### config.mk
export PLATFORM = sky130hd
export DESIGN_NAME = alu_scheduler_flat
export DESIGN_NICKNAME = d
export VERILOG_FILES = /design/src/rtl/alu_scheduler_pkg.sv /design/src/rtl/alu_scheduler_if.sv /design/src/rtl/alu_scheduler_alu.sv /design/src/rtl/alu_scheduler.sv /design/src/flat_wrapper.sv
export SDC_FILE = /design/constraint.sdc
export NUM_CORES = 1
export LEC_CHECK = 0
export CAP_MARGIN = 25
export CORE_AREA = 2 2 102 79
export CTS_BUF_LIST = sky130_fd_sc_hd__clkbuf_2
export CTS_CLUSTER_DIAMETER = 200
export DETAILED_ROUTE_END_ITERATION = 8
export DIE_AREA = 0 0 104 81
export MAX_ROUTING_LAYER = met4
export PLACE_DENSITY_LB_ADDON = 0.25
export SLEW_MARGIN = 20
export SYNTH_ARGS = -nofsm -noshare
export SYNTH_HDL_FRONTEND = slang
export SYNTH_SLANG_ARGS = --single-unit
### constraint.sdc
create_clock -name clk -period 4.07 [get_ports clk]
set_input_delay 0.814 -clock clk [delete_from_list [all_inputs] [get_ports clk]]
set_output_delay 0.814 -clock clk [all_outputs]
set_load 0.005 [all_outputs]
### src/rtl/alu_scheduler_pkg.sv
// Shared types and command encodings for the two-requester alu scheduler.
package alu_scheduler_pkg;

  localparam int NUM_REQ = 2;

  localparam logic [3:0] CMD_AND  = 4'd0;
  localparam logic [3:0] CMD_OR   = 4'd1;
  localparam logic [3:0] CMD_XOR  = 4'd2;
  localparam logic [3:0] CMD_NOT  = 4'd3;
  localparam logic [3:0] CMD_UADD = 4'd4;
  localparam logic [3:0] CMD_USUB = 4'd5;
  localparam logic [3:0] CMD_SADD = 4'd6;
  localparam logic [3:0] CMD_SSUB = 4'd7;
  localparam logic [3:0] CMD_UMUL = 4'd8;
  localparam logic [3:0] CMD_SMUL = 4'd9;
  localparam logic [3:0] CMD_LAST_LEGAL = CMD_SMUL;

  typedef enum logic [1:0] {
    IDLE = 2'd0,
    EXEC = 2'd1,
    RESP = 2'd2
  } state_t;

  typedef struct packed {
    state_t state;
    logic   alu_en;
  } dbg_t;

endpackage

### src/rtl/alu_scheduler_if.sv
// Request/response bundle between the requesters (master) and the scheduler (slave).
interface alu_scheduler_if
  import alu_scheduler_pkg::*;
#(
  parameter int SIZE = 4
);

  // Handshake rule for both channels: a transfer happens on a rising edge where
  // valid and ready are both 1; the source holds valid and payload stable until then.
  logic [NUM_REQ-1:0]      req_valid;
  logic [NUM_REQ-1:0]      req_ready;
  logic [4*NUM_REQ-1:0]    req_command;
  logic [SIZE*NUM_REQ-1:0] req_a;
  logic [SIZE*NUM_REQ-1:0] req_b;
  logic                    rsp_valid;
  logic                    rsp_ready;
  logic                    rsp_id;
  logic [2*SIZE-1:0]       rsp_result;
  logic                    rsp_overflow;
  logic                    rsp_error;

  modport master (
    output req_valid, req_command, req_a, req_b, rsp_ready,
    input  req_ready, rsp_valid, rsp_id, rsp_result, rsp_overflow, rsp_error
  );

  modport slave (
    input  req_valid, req_command, req_a, req_b, rsp_ready,
    output req_ready, rsp_valid, rsp_id, rsp_result, rsp_overflow, rsp_error
  );

endinterface

### src/rtl/alu_scheduler_alu.sv
// Combinational alu: logic, add/sub (SIZE-bit result, zero-extended) and full-width multiply.
module alu_scheduler_alu
  import alu_scheduler_pkg::*;
#(
  parameter int SIZE = 4
) (
  input  logic              enable,
  input  logic [3:0]        command,
  input  logic [SIZE-1:0]   a,
  input  logic [SIZE-1:0]   b,
  output logic [2*SIZE-1:0] result,
  output logic              overflow
);

  logic [SIZE:0]            sum_u;
  logic [SIZE:0]            dif_u;
  logic [2*SIZE-1:0]        prod_u;
  logic [2*SIZE-1:0]        prod_s;
  logic signed [2*SIZE-1:0] a_s;
  logic signed [2*SIZE-1:0] b_s;

  always_comb begin
    result   = '0;
    overflow = 1'b0;
    sum_u    = {1'b0, a} + {1'b0, b};
    dif_u    = {1'b0, a} - {1'b0, b};
    prod_u   = {{SIZE{1'b0}}, a} * {{SIZE{1'b0}}, b};
    a_s      = {{SIZE{a[SIZE-1]}}, a};
    b_s      = {{SIZE{b[SIZE-1]}}, b};
    prod_s   = a_s * b_s;
    if (enable) begin
      case (command)
        CMD_AND:  result = {{SIZE{1'b0}}, a & b};
        CMD_OR:   result = {{SIZE{1'b0}}, a | b};
        CMD_XOR:  result = {{SIZE{1'b0}}, a ^ b};
        CMD_NOT:  result = {{SIZE{1'b0}}, ~a};
        CMD_UADD: begin
          result   = {{SIZE{1'b0}}, sum_u[SIZE-1:0]};
          overflow = sum_u[SIZE];
        end
        CMD_USUB: begin
          result   = {{SIZE{1'b0}}, dif_u[SIZE-1:0]};
          overflow = dif_u[SIZE];
        end
        // Signed overflow: operands agree in sign but the result does not.
        CMD_SADD: begin
          result   = {{SIZE{1'b0}}, sum_u[SIZE-1:0]};
          overflow = (a[SIZE-1] == b[SIZE-1]) && (sum_u[SIZE-1] != a[SIZE-1]);
        end
        CMD_SSUB: begin
          result   = {{SIZE{1'b0}}, dif_u[SIZE-1:0]};
          overflow = (a[SIZE-1] != b[SIZE-1]) && (dif_u[SIZE-1] != a[SIZE-1]);
        end
        CMD_UMUL: result = prod_u;
        CMD_SMUL: result = prod_s;
        default:  result = '0;
      endcase
    end
  end

endmodule

### src/rtl/alu_scheduler.sv
// Round-robin scheduler sharing one alu between two requesters; one operation in flight,
// operands held for EXEC_CYCLES before the registered response is presented.
module alu_scheduler
  import alu_scheduler_pkg::*;
#(
  parameter int SIZE        = 4,
  parameter int EXEC_CYCLES = 2,
  parameter int CNT_WIDTH   = 16
) (
  input  logic                 clk,
  input  logic                 reset,
  alu_scheduler_if.slave       bus,
  output logic                 busy,
  output logic [CNT_WIDTH-1:0] op_count,
  output dbg_t                 dbg
);

  localparam int CW = $clog2(EXEC_CYCLES + 1);

  state_t            state;
  state_t            state_next;
  logic              rr_ptr;
  logic              grant;
  logic              accept;
  logic [3:0]        sel_cmd;
  logic [SIZE-1:0]   sel_a;
  logic [SIZE-1:0]   sel_b;
  logic              sel_illegal;
  logic [3:0]        cmd_q;
  logic [SIZE-1:0]   a_q;
  logic [SIZE-1:0]   b_q;
  logic              id_q;
  logic [CW-1:0]     exec_cnt;
  logic              alu_en;
  logic [2*SIZE-1:0] alu_result;
  logic              alu_overflow;
  logic              rsp_valid_q;
  logic              rsp_id_q;
  logic [2*SIZE-1:0] rsp_result_q;
  logic              rsp_overflow_q;
  logic              rsp_error_q;

  // Grant the first valid requester at or after rr_ptr.
  always_comb begin
    grant         = rr_ptr ? bus.req_valid[1] : ~bus.req_valid[0];
    accept        = (state == IDLE) && (|bus.req_valid) && !reset;
    bus.req_ready = '0;
    if (accept) bus.req_ready[grant] = 1'b1;
    sel_cmd     = grant ? bus.req_command[7:4] : bus.req_command[3:0];
    sel_a       = grant ? bus.req_a[2*SIZE-1:SIZE] : bus.req_a[SIZE-1:0];
    sel_b       = grant ? bus.req_b[2*SIZE-1:SIZE] : bus.req_b[SIZE-1:0];
    sel_illegal = sel_cmd > CMD_LAST_LEGAL;
  end

  always_ff @(posedge clk) begin
    if (reset) state <= IDLE;
    else       state <= state_next;
  end

  always_comb begin
    state_next = state;
    case (state)
      IDLE:    if (accept) state_next = sel_illegal ? RESP : EXEC;
      EXEC:    if (exec_cnt == '0) state_next = RESP;
      RESP:    if (bus.rsp_ready) state_next = IDLE;
      default: state_next = IDLE;
    endcase
  end

  always_ff @(posedge clk) begin
    if (reset) begin
      rr_ptr         <= 1'b0;
      cmd_q          <= '0;
      a_q            <= '0;
      b_q            <= '0;
      id_q           <= 1'b0;
      exec_cnt       <= '0;
      rsp_valid_q    <= 1'b0;
      rsp_id_q       <= 1'b0;
      rsp_result_q   <= '0;
      rsp_overflow_q <= 1'b0;
      rsp_error_q    <= 1'b0;
      op_count       <= '0;
    end else begin
      case (state)
        IDLE: begin
          if (accept) begin
            cmd_q    <= sel_cmd;
            a_q      <= sel_a;
            b_q      <= sel_b;
            id_q     <= grant;
            rr_ptr   <= ~grant;
            exec_cnt <= CW'(EXEC_CYCLES - 1);
            // Illegal commands skip the alu and answer immediately.
            if (sel_illegal) begin
              rsp_valid_q    <= 1'b1;
              rsp_id_q       <= grant;
              rsp_result_q   <= '0;
              rsp_overflow_q <= 1'b0;
              rsp_error_q    <= 1'b1;
            end
          end
        end
        EXEC: begin
          if (exec_cnt == '0) begin
            rsp_valid_q    <= 1'b1;
            rsp_id_q       <= id_q;
            rsp_result_q   <= alu_result;
            rsp_overflow_q <= alu_overflow;
            rsp_error_q    <= 1'b0;
          end else begin
            exec_cnt <= exec_cnt - CW'(1);
          end
        end
        RESP: begin
          if (bus.rsp_ready) begin
            rsp_valid_q <= 1'b0;
            op_count    <= op_count + CNT_WIDTH'(1);
          end
        end
        default: rsp_valid_q <= 1'b0;
      endcase
    end
  end

  assign alu_en = (state == EXEC);

  alu_scheduler_alu #(.SIZE(SIZE)) u_alu (
    .enable   (alu_en),
    .command  (cmd_q),
    .a        (a_q),
    .b        (b_q),
    .result   (alu_result),
    .overflow (alu_overflow)
  );

  assign bus.rsp_valid    = rsp_valid_q;
  assign bus.rsp_id       = rsp_id_q;
  assign bus.rsp_result   = rsp_result_q;
  assign bus.rsp_overflow = rsp_overflow_q;
  assign bus.rsp_error    = rsp_error_q;
  assign busy             = (state != IDLE);
  assign dbg.state        = state;
  assign dbg.alu_en       = alu_en;

endmodule

### src/flat_wrapper.sv
// flat-port wrapper written by rule: the top's interface ports become plain ports
module alu_scheduler_flat import alu_scheduler_pkg::*;
#(
  parameter int SIZE        = 4,
  parameter int EXEC_CYCLES = 2,
  parameter int CNT_WIDTH   = 16
)
  (clk, reset, busy, op_count, dbg, bus_req_valid, bus_req_command, bus_req_a, bus_req_b, bus_rsp_ready, bus_req_ready, bus_rsp_valid, bus_rsp_id, bus_rsp_result, bus_rsp_overflow, bus_rsp_error);
  alu_scheduler_if #(.SIZE(SIZE)) bus_i ();
  input  logic clk;
  input  logic reset;
  output logic busy;
  output logic [CNT_WIDTH-1:0] op_count;
  output dbg_t dbg;
  input wire logic [$bits(bus_i.req_valid)-1:0] bus_req_valid;
  input wire logic [$bits(bus_i.req_command)-1:0] bus_req_command;
  input wire logic [$bits(bus_i.req_a)-1:0] bus_req_a;
  input wire logic [$bits(bus_i.req_b)-1:0] bus_req_b;
  input wire logic [$bits(bus_i.rsp_ready)-1:0] bus_rsp_ready;
  output wire logic [$bits(bus_i.req_ready)-1:0] bus_req_ready;
  output wire logic [$bits(bus_i.rsp_valid)-1:0] bus_rsp_valid;
  output wire logic [$bits(bus_i.rsp_id)-1:0] bus_rsp_id;
  output wire logic [$bits(bus_i.rsp_result)-1:0] bus_rsp_result;
  output wire logic [$bits(bus_i.rsp_overflow)-1:0] bus_rsp_overflow;
  output wire logic [$bits(bus_i.rsp_error)-1:0] bus_rsp_error;
  assign bus_i.req_valid = bus_req_valid;
  assign bus_i.req_command = bus_req_command;
  assign bus_i.req_a = bus_req_a;
  assign bus_i.req_b = bus_req_b;
  assign bus_i.rsp_ready = bus_rsp_ready;
  assign bus_req_ready = bus_i.req_ready;
  assign bus_rsp_valid = bus_i.rsp_valid;
  assign bus_rsp_id = bus_i.rsp_id;
  assign bus_rsp_result = bus_i.rsp_result;
  assign bus_rsp_overflow = bus_i.rsp_overflow;
  assign bus_rsp_error = bus_i.rsp_error;
  alu_scheduler #(.SIZE(SIZE), .EXEC_CYCLES(EXEC_CYCLES), .CNT_WIDTH(CNT_WIDTH)) u_core (.clk(clk), .reset(reset), .bus(bus_i), .busy(busy), .op_count(op_count), .dbg(dbg));
endmodule
== Word level (Yosys, flattened, before mapping) ==
Cells that the tools add are included.
Storage, ports and cells
  bits of input ports: 29
  output and inout port bits: 34
  memory bits (read-only): 0
  register bits: 46
  memories kept: 0
  RAM bits: 0
  latch bits: 0
  word-level logic and storage cells: 104
Cells by class
  $mul: 2
  equal/unequal tests: 20
  shifts and indexed selects: 0
  multiplexer cells: 36
  order comparisons: 3
  bitwise logic cells: 6
  div/mod/pow operators: 0
  add/sub/neg operators: 4
  reduce and logical (&&, ||, !) cells: 20
Operators with widths (number)
  $pmux W8 S8: 1
  $mux W8: 3
  $add A16 B1 Y16 const B: 1
  $eq A4 B3 Y1 const B: 4
  $mul A4 B4 Y8: 2
  $pmux W8 S2: 1
  $mux W2: 7
  $mux W1: 13
  $mux W4: 3
  $eq A4 B2 Y1 const B: 2
  $eq A4 B4 Y1 const B: 2
  $reduce_and A4 Y1: 2
  $ne A2 B2 Y1 const B: 3
  $pmux W1 S2: 3
  $pmux W2 S3: 1
  $reduce_and A3 Y1: 2
  $reduce_or A2 Y1: 3
  $add A4 B4 Y5: 1
  $logic_and A1 B1 Y1: 5
  $sub A4 B4 Y5: 1
  $and A4 B4 Y4: 1
  $eq A4 B1 Y1 const B: 1
  $gt A4 B4 Y1 const B: 1
  $logic_not A2 Y1: 2
  20 further kinds: 26

== Depth between registers and ports, before layout ==
Gate-level depths: netlist of the first run.
  depth in word-level cells: 7
  mapped depth: 14
  mapped depth without buffers: 14

== Hierarchy ==
Synthesis of the first run repeated with hierarchy kept, for this count alone.
Unflattened totals
  cell total of the unflattened synthesis: 451
  area total of the unflattened synthesis: 3746.1 µm²
By module, submodules not included
  alu_scheduler: times used 1, cells each 245, area an instance 2140.8 µm²
  alu_scheduler_alu: times used 1, cells each 206, area an instance 1605.3 µm²

== Worst setup path after synthesis of the first run ==
OpenSTA, ideal clock, no wires.
  path type: flip-flop to flip-flop
  start point: register u_core.a_q[1]
  end point: register u_core.rsp_result_q[7], in the netlist u_core.bus.rsp_result[7]
  stages on the path, launching flop included: 15
  clock period less this slack: 3.809 ns
  data arrival time: 3.692 ns
  path slack: 0.261 ns
  data required time: 3.953 ns
  cells stage by stage: dfxtp_1 inv_1 nor2_1 fa_1 inv_1 fa_1 fa_1 inv_1 ha_1 fa_1 a21o_1 a21oi_1 xnor3_1 a21oi_1 o2bb2ai_1
On the way
  longest elaborated chain between the ends: 4
Ends and longest elaborated chain
  start: declaration: line alu_scheduler.sv:30  | logic [SIZE-1:0] a_q;
  start signal: assignment: line alu_scheduler.sv:89  | a_q <= sel_a;
  $mul A4 B4 Y8 (on tied branches): line alu_scheduler_alu.sv:30, alu_scheduler_alu.sv:27
  $pmux W8 S8 (*): line alu_scheduler_alu.sv:32  | case (command)
  $mux W8 (*): line alu_scheduler.sv:105  | if (exec_cnt == '0) begin
  $pmux W8 S2 (*): line alu_scheduler.sv:85  | case (state)
  end signal: assignment: line alu_scheduler.sv:108  | rsp_result_q <= alu_result;
  end: declaration: line alu_scheduler.sv:39  | logic [2*SIZE-1:0] rsp_result_q;
Every way passes the cells marked *; elsewhere a longest branch is shown, timed or not. The select of a mux whose other input is x is not followed.
A chain may end at the register's enable or synchronous reset.

== Worst setup path in the final report of the first run ==
  start point: register u_core.b_q[1]
  end point: register u_core.rsp_result_q[7], in the netlist u_core.bus.rsp_result[7]
On the way
  longest elaborated chain between the ends: 4
Ends and longest elaborated chain
  start: declaration: line alu_scheduler.sv:31  | logic [SIZE-1:0] b_q;
  start signal: assignment: line alu_scheduler.sv:90  | b_q <= sel_b;
  $mul A4 B4 Y8 (on tied branches): line alu_scheduler_alu.sv:30, alu_scheduler_alu.sv:27
  $pmux W8 S8 (*): line alu_scheduler_alu.sv:32
  $mux W8 (*): line alu_scheduler.sv:105
  $pmux W8 S2 (*): line alu_scheduler.sv:85
Marked as above.

==> impl_metrics.ini, run 1 <==
[outcome]
outcome = finished, final reports clean

[route]
first_iter_violations = 222
final_antenna_net_count = 0
vias = 3169
routed_wl_um = 8360
viasPerCell = 5.36
wire_per_inst_um = 14.1
dr.pass1.iters = 4
drc = 0

[setup_path]
cpMaxStageDelayCell = dfxtp_1
endpoint_kind = flop
critical_path_class = reg2reg
r2r-end = u_core.bus.rsp_result[7]$_SDFFE_PP0P_
arrival_ns = 4.27
cp_cell_sequence = nand2_1, inv_1, fa_1, inv_1, fa_1, fa_1, inv_1, ha_1, fa_1, a21o_1, a21oi_1, xnor3_1, a21oi_1, o2bb2ai_1
worst_path_largest_cell_delay_ns = 0.53
cp_max_fo = 6
r2r_start = u_core.b_q[1]$_SDFFE_PP0P_
cp_common_cell = fa_1
cp-start-kind = flop
critPathRequiredTime_ns = 4.46
r2r_cells = 14
reg2reg_slack_ns = 0.19

[sta]
fin_crit_ns = 3.88
fin_skew_ns = 0.0378
rsz0062_at_grt = no
setup_viol = 0
fmax_mhz = 257
finalCritPeriodShare_pct = 95.5
worst_pin_slew_ns = 0.941
slew_viol_final = 0
finalSetupTns_ns = 0
slew_headroom_pct = 37.2
hold_viol = 0

[floorplan]
num_io_pins = 63
die_h_um = 81
die_w_um = 104
num_rows = 28
core-area_um2 = 7570
dieArea_um2 = 8420
initial_core_util_pct = 48.0

[grt]
grt_max_degree = 43
grt_usage_pct = 21.1
grt_pass1_wl_um = 13900
overflow = 0
grt_pass1_vias = 2965
antenna_found_initial = 0

[yosys]
synth_top_area_cell = dfxtp_1
synthCells = 432
synth_area_leaders = dfxtp_1 25%, ha_1 12%, fa_1 8.3%
synth-main-ff-cell = dfxtp_1
seq_area_frac_synth_pct = 25.3
post-synth-top-area-fraction_pct = 25.3
syn-cell-area_um2 = 3630
ys_seq_elements = 46
syn_area_per_cell_um2 = 8.41
synthArstFlopShare_pct = 0
synthXorXnorAreaFrac_pct = 6.78
ys_types = 60
synthesis.nets = 511
synth_edf_count = 0
synth-compound-area-share_pct = 16.4
synth_top_family_by_area = simple AND/OR/NAND/NOR gates
yosysWarnings = 0
synthAdderAreaFrac_pct = 20.3
synthMuxAreaShare_pct = 3.17
synth-simple-area-share_pct = 20.6

[final_layout]
final_area_um2 = 4380
fin_nets = 564
antenna_cells = 0
synthToLayoutAreaGrowth_pct = 20.6
drive_gt1_share_pct = 6.79

[placed_design]
port_buffers = 62
post-dp-hpwl_um = 6720
gp_congestion = 0.874
postPlaceCellArea_um2 = 4330

[worst_hold_path]
min_from = u_core.bus.rsp_valid$_SDFFE_PP0P_
hp-class = reg2reg
holdPathStages = 2
hold_end = u_core.bus.rsp_valid$_SDFFE_PP0P_

[power_and_ir_drop]
power_density_nw_per_um2 = 333
p_leak_nw = 1.88
vdd_drop_max_mv = 0.164

[cts]
clkTransAtPathRegs_ns = 0.27
clock-root-buffer = clkbuf_2
postCtsSetupBuffers = 0
clk_latency_ns = 0.45
cts_inserted_buffers = 5
cts_tree = built
cts.sinks = 46
clockBufferDepth = 2
htree_levels = 2

[job]
maxCapViolations = 0
## kinds of logic after synthesis
logic type / after synthesis
AOI/OAI and AO/OA: 80
buffers and inverters: 66
and+or+nand+nor: 155
muxes: 10
adders and majority gates: 50
DFF: 46
xor gates and xnor gates: 25
## synth_stat cells (7+ instances only)
cell type	instances
a311oi_1	12
o21ai_0	11
xnor2_1	12
clkbuf_1	15
nand3_1	20
nand2_1	35
dfxtp_1	46
nor2_1	57
inv_1	44
a21oi_1	18
mux2i_1	7
ha_1	35
xor2_1	11
fa_1	15
## registers in the layout (all words and copies together) (netlist names)
register / flops
u_core.b_q: 4
u_core.op_count: 16
u_core.bus.rsp_valid: 1
u_core.bus.rsp_result: 8
u_core.a_q: 4
u_core.bus.rsp_id: 1
u_core.id_q: 1
u_core.exec_cnt: 2
u_core.state: 2
u_core.bus.rsp_error: 1
u_core.rr_ptr: 1
u_core.bus.rsp_overflow: 1
u_core.cmd_q: 4
## routing by layer
| metal | GRT usage, % | part of all wire (%) |
|---|---|---|
| met1 | 27.8 | 50 |
| met2 | 33.7 | 43 |
| met3 | 3.61 | 4.8 |
| met4 | 6.22 | 1.3 |
| met5 | - | 0 |
## per-stage QoR
stage	hold WS (ns)	worst slack (ns)	instances	power, mW	util (%)
floorplan	0.443	0.261	432	1.04	-
global placement	0.443	0.311	583	1.23	57.2
detailed placement	0.450	0.152	583	1.25	57.2
CTS	0.478	0.177	591	1.47	57.9
global route	0.502	0.0000364	591	1.58	57.9
finish	0.477	0.185	591	1.46	57.9
## cell type report
| cell class | count | area [µm²] |
|---|---|---|
| inverter | 44 | 165 |
| clock buffer | 5 | 25.0 |
| timing repair buffer | 68 | 666 |
| sequential | 46 | 921 |
| tap | 105 | 131 |
| clock inverter | 3 | 25.0 |
| fill | 709 | 3190 |
| multi-input combinational | 320 | 2450 |
## worst max-delay path: cells and delay by family (launching register included)
kind / cells / cell delay (ns)
XOR/XNOR: 1 / 0.32
adder cells (fa/ha/maj): 5 / 1.99
AO/OA/AOI/OAI: 4 / 0.65
buffers and inverters: 3 / 0.22
flip-flops: 1 / 0.53
AND/OR/NAND/NOR: 1 / 0.15
## power by group
| group | switching (mW) | total, mW | internal (mW) |
|---|---|---|---|
| logic | 0.361 | 0.682 | 0.321 |
| registers | 0.0744 | 0.567 | 0.492 |
| clock network | 0.166 | 0.212 | 0.0456 |
| total | 0.602 | 1.46 | 0.858 |
## cells in the final DEF (no fill, tap or decap), types with 2 or more instances in the layout
| master | Yosys | routed |
|---|---|---|
| a21o_1 | 5 | 5 |
| a311oi_1 | 12 | 12 |
| clkdlybuf4s50_1 | 0 | 62 |
| a32o_1 | 3 | 3 |
| nor2_1 | 57 | 56 |
| mux2i_1 | 7 | 7 |
| o21bai_1 | 2 | 2 |
| ha_1 | 35 | 35 |
| mux2_2 | 2 | 2 |
| o21ai_0 | 11 | 11 |
| inv_1 | 44 | 44 |
| a21oi_1 | 18 | 18 |
| xnor3_1 | 2 | 2 |
| a31oi_1 | 2 | 2 |
| nand4_1 | 4 | 4 |
| nor3_1 | 5 | 5 |
| nand3b_1 | 2 | 2 |
| a211oi_1 | 3 | 3 |
| nand3_1 | 20 | 20 |
| or3_1 | 3 | 3 |
| xnor2_1 | 12 | 12 |
| o211ai_1 | 2 | 2 |
| and3b_1 | 2 | 2 |
| a22oi_1 | 2 | 2 |
| xor2_1 | 11 | 11 |
| buf_4 | 2 | 6 |
| or2_2 | 3 | 3 |
| o21a_1 | 4 | 4 |
| fa_1 | 15 | 15 |
| nand2_1 | 35 | 35 |
| dfxtp_1 | 46 | 46 |
| nor3b_1 | 2 | 2 |
| nor2b_1 | 5 | 5 |
| a22o_2 | 3 | 3 |
| nand2b_1 | 3 | 3 |
| clkbuf_2 | 0 | 5 |
| and3_1 | 6 | 6 |
## how the worst max path moves through the flow
stage | start | endpoint | slack (ns) | cells after the start
2_1_floorplan | u_core.a_q[1]$_SDFFE_PP0P_ | u_core.bus.rsp_result[7]$_SDFFE_PP0P_ | 0.26 | 14
4_1_cts | u_core.b_q[2]$_SDFFE_PP0P_ | u_core.bus.rsp_result[7]$_SDFFE_PP0P_ | 0.18 | 14
3_3_place_gp | u_core.b_q[1]$_SDFFE_PP0P_ | u_core.bus.rsp_result[7]$_SDFFE_PP0P_ | 0.31 | 14
6_report | u_core.b_q[1]$_SDFFE_PP0P_ | u_core.bus.rsp_result[7]$_SDFFE_PP0P_ | 0.19 | 14
3_5_place_dp | u_core.b_q[1]$_SDFFE_PP0P_ | u_core.bus.rsp_result[7]$_SDFFE_PP0P_ | 0.15 | 14
5_1_grt | u_core.b_q[3]$_SDFFE_PP0P_ | u_core.bus.rsp_result[7]$_SDFFE_PP0P_ | 0.00004 | 14
## repair_timing
| item | 4_1_cts | 5_1_grt |
|---|---|---|
| gates resized for setup | 0 | 1 |
| hold buffers | 0 | 0 |
| endpoints found under the setup margin | 0 | 1 |
(Power assumes the default switching activity.)
==> run 2, diff against run 1 <==
SETUP_SLACK_MARGIN = 0.15   (was unset)
==> run 2 against run 1 <==
Against the previous run:
- clock power barely moved
- utilization increased by 0.35 points
- final area rose by 0.60%
- global-route usage unchanged
- clock skew increased by 0.0014 ns
- total power up 0.63%
- critical path type unchanged
- largest cell class unchanged
==> impl_metrics.ini, run 2 (synthesized netlist as in run 1, its figures left out) <==
[outcome]
outcome = finished, final reports clean

[sta]
worst_pin_slew_ns = 0.970
fmax_mhz = 268
fin_hold_ws_ns = 0.477
setup_viol = 0
finalWorstSetupSlack_ns = 0.345
rsz0062_at_grt = no
slew_viol_final = 0
finalCritPeriodShare_pct = 91.5
hold_viol = 0
fin_skew_ns = 0.0392
fin_crit_ns = 3.72
finalSetupTns_ns = 0
slew_headroom_pct = 35.3

[power_and_ir_drop]
finalPower_mw = 1.47
vdd_drop_max_mv = 0.166
power_density_nw_per_um2 = 333
p_leak_nw = 1.89

[grt]
grt_pass1_vias = 2965
antenna_found_initial = 0
grt_usage_pct = 21.1
overflow = 0
grt_max_degree = 43
grt_pass1_wl_um = 13900

[cts]
htree_levels = 2
cts_inserted_buffers = 5
cts_tree = built
cts_hold_repair.buffers = 0
clkTransAtPathRegs_ns = 0.27
clk_latency_ns = 0.45
clock-root-buffer = clkbuf_2
clockBufferDepth = 2
cts.sinks = 46

[setup_path]
cp-start-kind = flop
r2r_start = u_core.b_q[1]$_SDFFE_PP0P_
path_depth = 14
critPathTopFamily = adder cells
cp_max_fo = 6
arrival_ns = 4.12
worst_path_largest_cell_delay_ns = 0.51
crit_buf_inv = 3
reg2reg_slack_ns = 0.35
critical_path_class = reg2reg
r2r-end = u_core.bus.rsp_result[7]$_SDFFE_PP0P_
cpMaxStageDelayCell = fa_1
r2r_cells = 14
cp_cell_sequence = nand2_1, inv_1, fa_1, inv_1, fa_1, fa_1, inv_1, ha_1, fa_2, a21o_1, a21oi_1, xnor3_1, a21oi_1, o2bb2ai_1
endpoint_kind = flop
critPathRequiredTime_ns = 4.46

[final_layout]
register_area_um2 = 932
largest_register_ff_count = 16
final_common_cell = clkdlybuf4s50_1
fin_nets = 565
antenna_cells = 0
multiInputGateArea_um2 = 2450
fin_cells = 592
drive_gt1_share_pct = 8.42
fillers = 706
final_area_um2 = 4410
final_util_pct = 58.2
mostFrequentLayoutCells = 62 x clkdlybuf4s50_1, 56 x nor2_1, 43 x inv_1, 41 x dfxtp_1
synthToLayoutAreaGrowth_pct = 21.3
largest-register = u_core.op_count

[placed_design]
placedCellCount = 583
postPlaceCellArea_um2 = 4330
dp_slack_ns = 0.152
port_buffers = 62
gp_congestion = 0.874
post-dp-hpwl_um = 6720

[floorplan]
num_io_pins = 63
dieArea_um2 = 8420
die_h_um = 81
die_w_um = 104
num_rows = 28
initial_core_util_pct = 48.0
core-area_um2 = 7570

[worst_hold_path]
hold_end = u_core.bus.rsp_valid$_SDFFE_PP0P_
min_from = u_core.bus.rsp_valid$_SDFFE_PP0P_
holdPathStages = 2
hp-class = reg2reg

[route]
viasPerCell = 5.37
drc = 0
routed_wl_um = 8380
final_antenna_net_count = 0
dr.pass1.iters = 4
wire_per_inst_um = 14.2
vias = 3177
first_iter_violations = 187

[job]
maxCapViolations = 0
## run 2: worst register-to-register path: stages, from the launching register on
cell and delay [ns]:
dfxtp_4 0.42, nand2_1 0.11, inv_1 0.06, fa_1 0.48
inv_1 0.05, fa_1 0.47, fa_1 0.51, inv_1 0.04
ha_1 0.21, fa_2 0.37, a21o_1 0.19, a21oi_1 0.18
xnor3_1 0.32, a21oi_1 0.19, o2bb2ai_1 0.08
## run 2: layout make-up
type | count | area share, %
multi-input cells | 320 | 55.7
flip-flops and latches | 46 | 21.2
repair buffers | 69 | 15.3
inverters | 44 | 3.75
well taps | 105 | 2.98
clock buffers | 5 | 0.568
clock inverters | 3 | 0.568
## run 2: timing repair
item,4_1_cts,5_1_grt
resized for setup,0,11
buffers inserted,0,1
endpoints found under the setup margin,0,1
## run 2: worst max path at each step
| stage | start | end | slack, ns |
|---|---|---|---|
| 2_1_floorplan | u_core.a_q[1]$_SDFFE_PP0P_ | u_core.bus.rsp_result[7]$_SDFFE_PP0P_ | 0.26 |
| 3_3_place_gp | u_core.b_q[1]$_SDFFE_PP0P_ | u_core.bus.rsp_result[7]$_SDFFE_PP0P_ | 0.31 |
| 3_5_place_dp | u_core.b_q[1]$_SDFFE_PP0P_ | u_core.bus.rsp_result[7]$_SDFFE_PP0P_ | 0.15 |
| 4_1_cts | u_core.b_q[2]$_SDFFE_PP0P_ | u_core.bus.rsp_result[7]$_SDFFE_PP0P_ | 0.18 |
| 5_1_grt | u_core.b_q[3]$_SDFFE_PP0P_ | u_core.bus.rsp_result[7]$_SDFFE_PP0P_ | 0.18 |
| 6_report | u_core.b_q[1]$_SDFFE_PP0P_ | u_core.bus.rsp_result[7]$_SDFFE_PP0P_ | 0.35 |
## run 2: where the power goes
| group | switching (mW) | internal [mW] | total [mW] |
|---|---|---|---|
| sequential | 0.0750 | 0.495 | 0.570 |
| clock | 0.167 | 0.0456 | 0.213 |
| combinational | 0.363 | 0.324 | 0.687 |
| total | 0.605 | 0.864 | 1.47 |
## run 2: per-layer routing
layer	vias up	GRT usage (%)	part of all wire, %
li1	1593	-	-
met1	1474	27.8	50
met2	101	33.7	43
met3	9	3.61	5.8
met4	0	6.22	1.3
met5	-	-	0
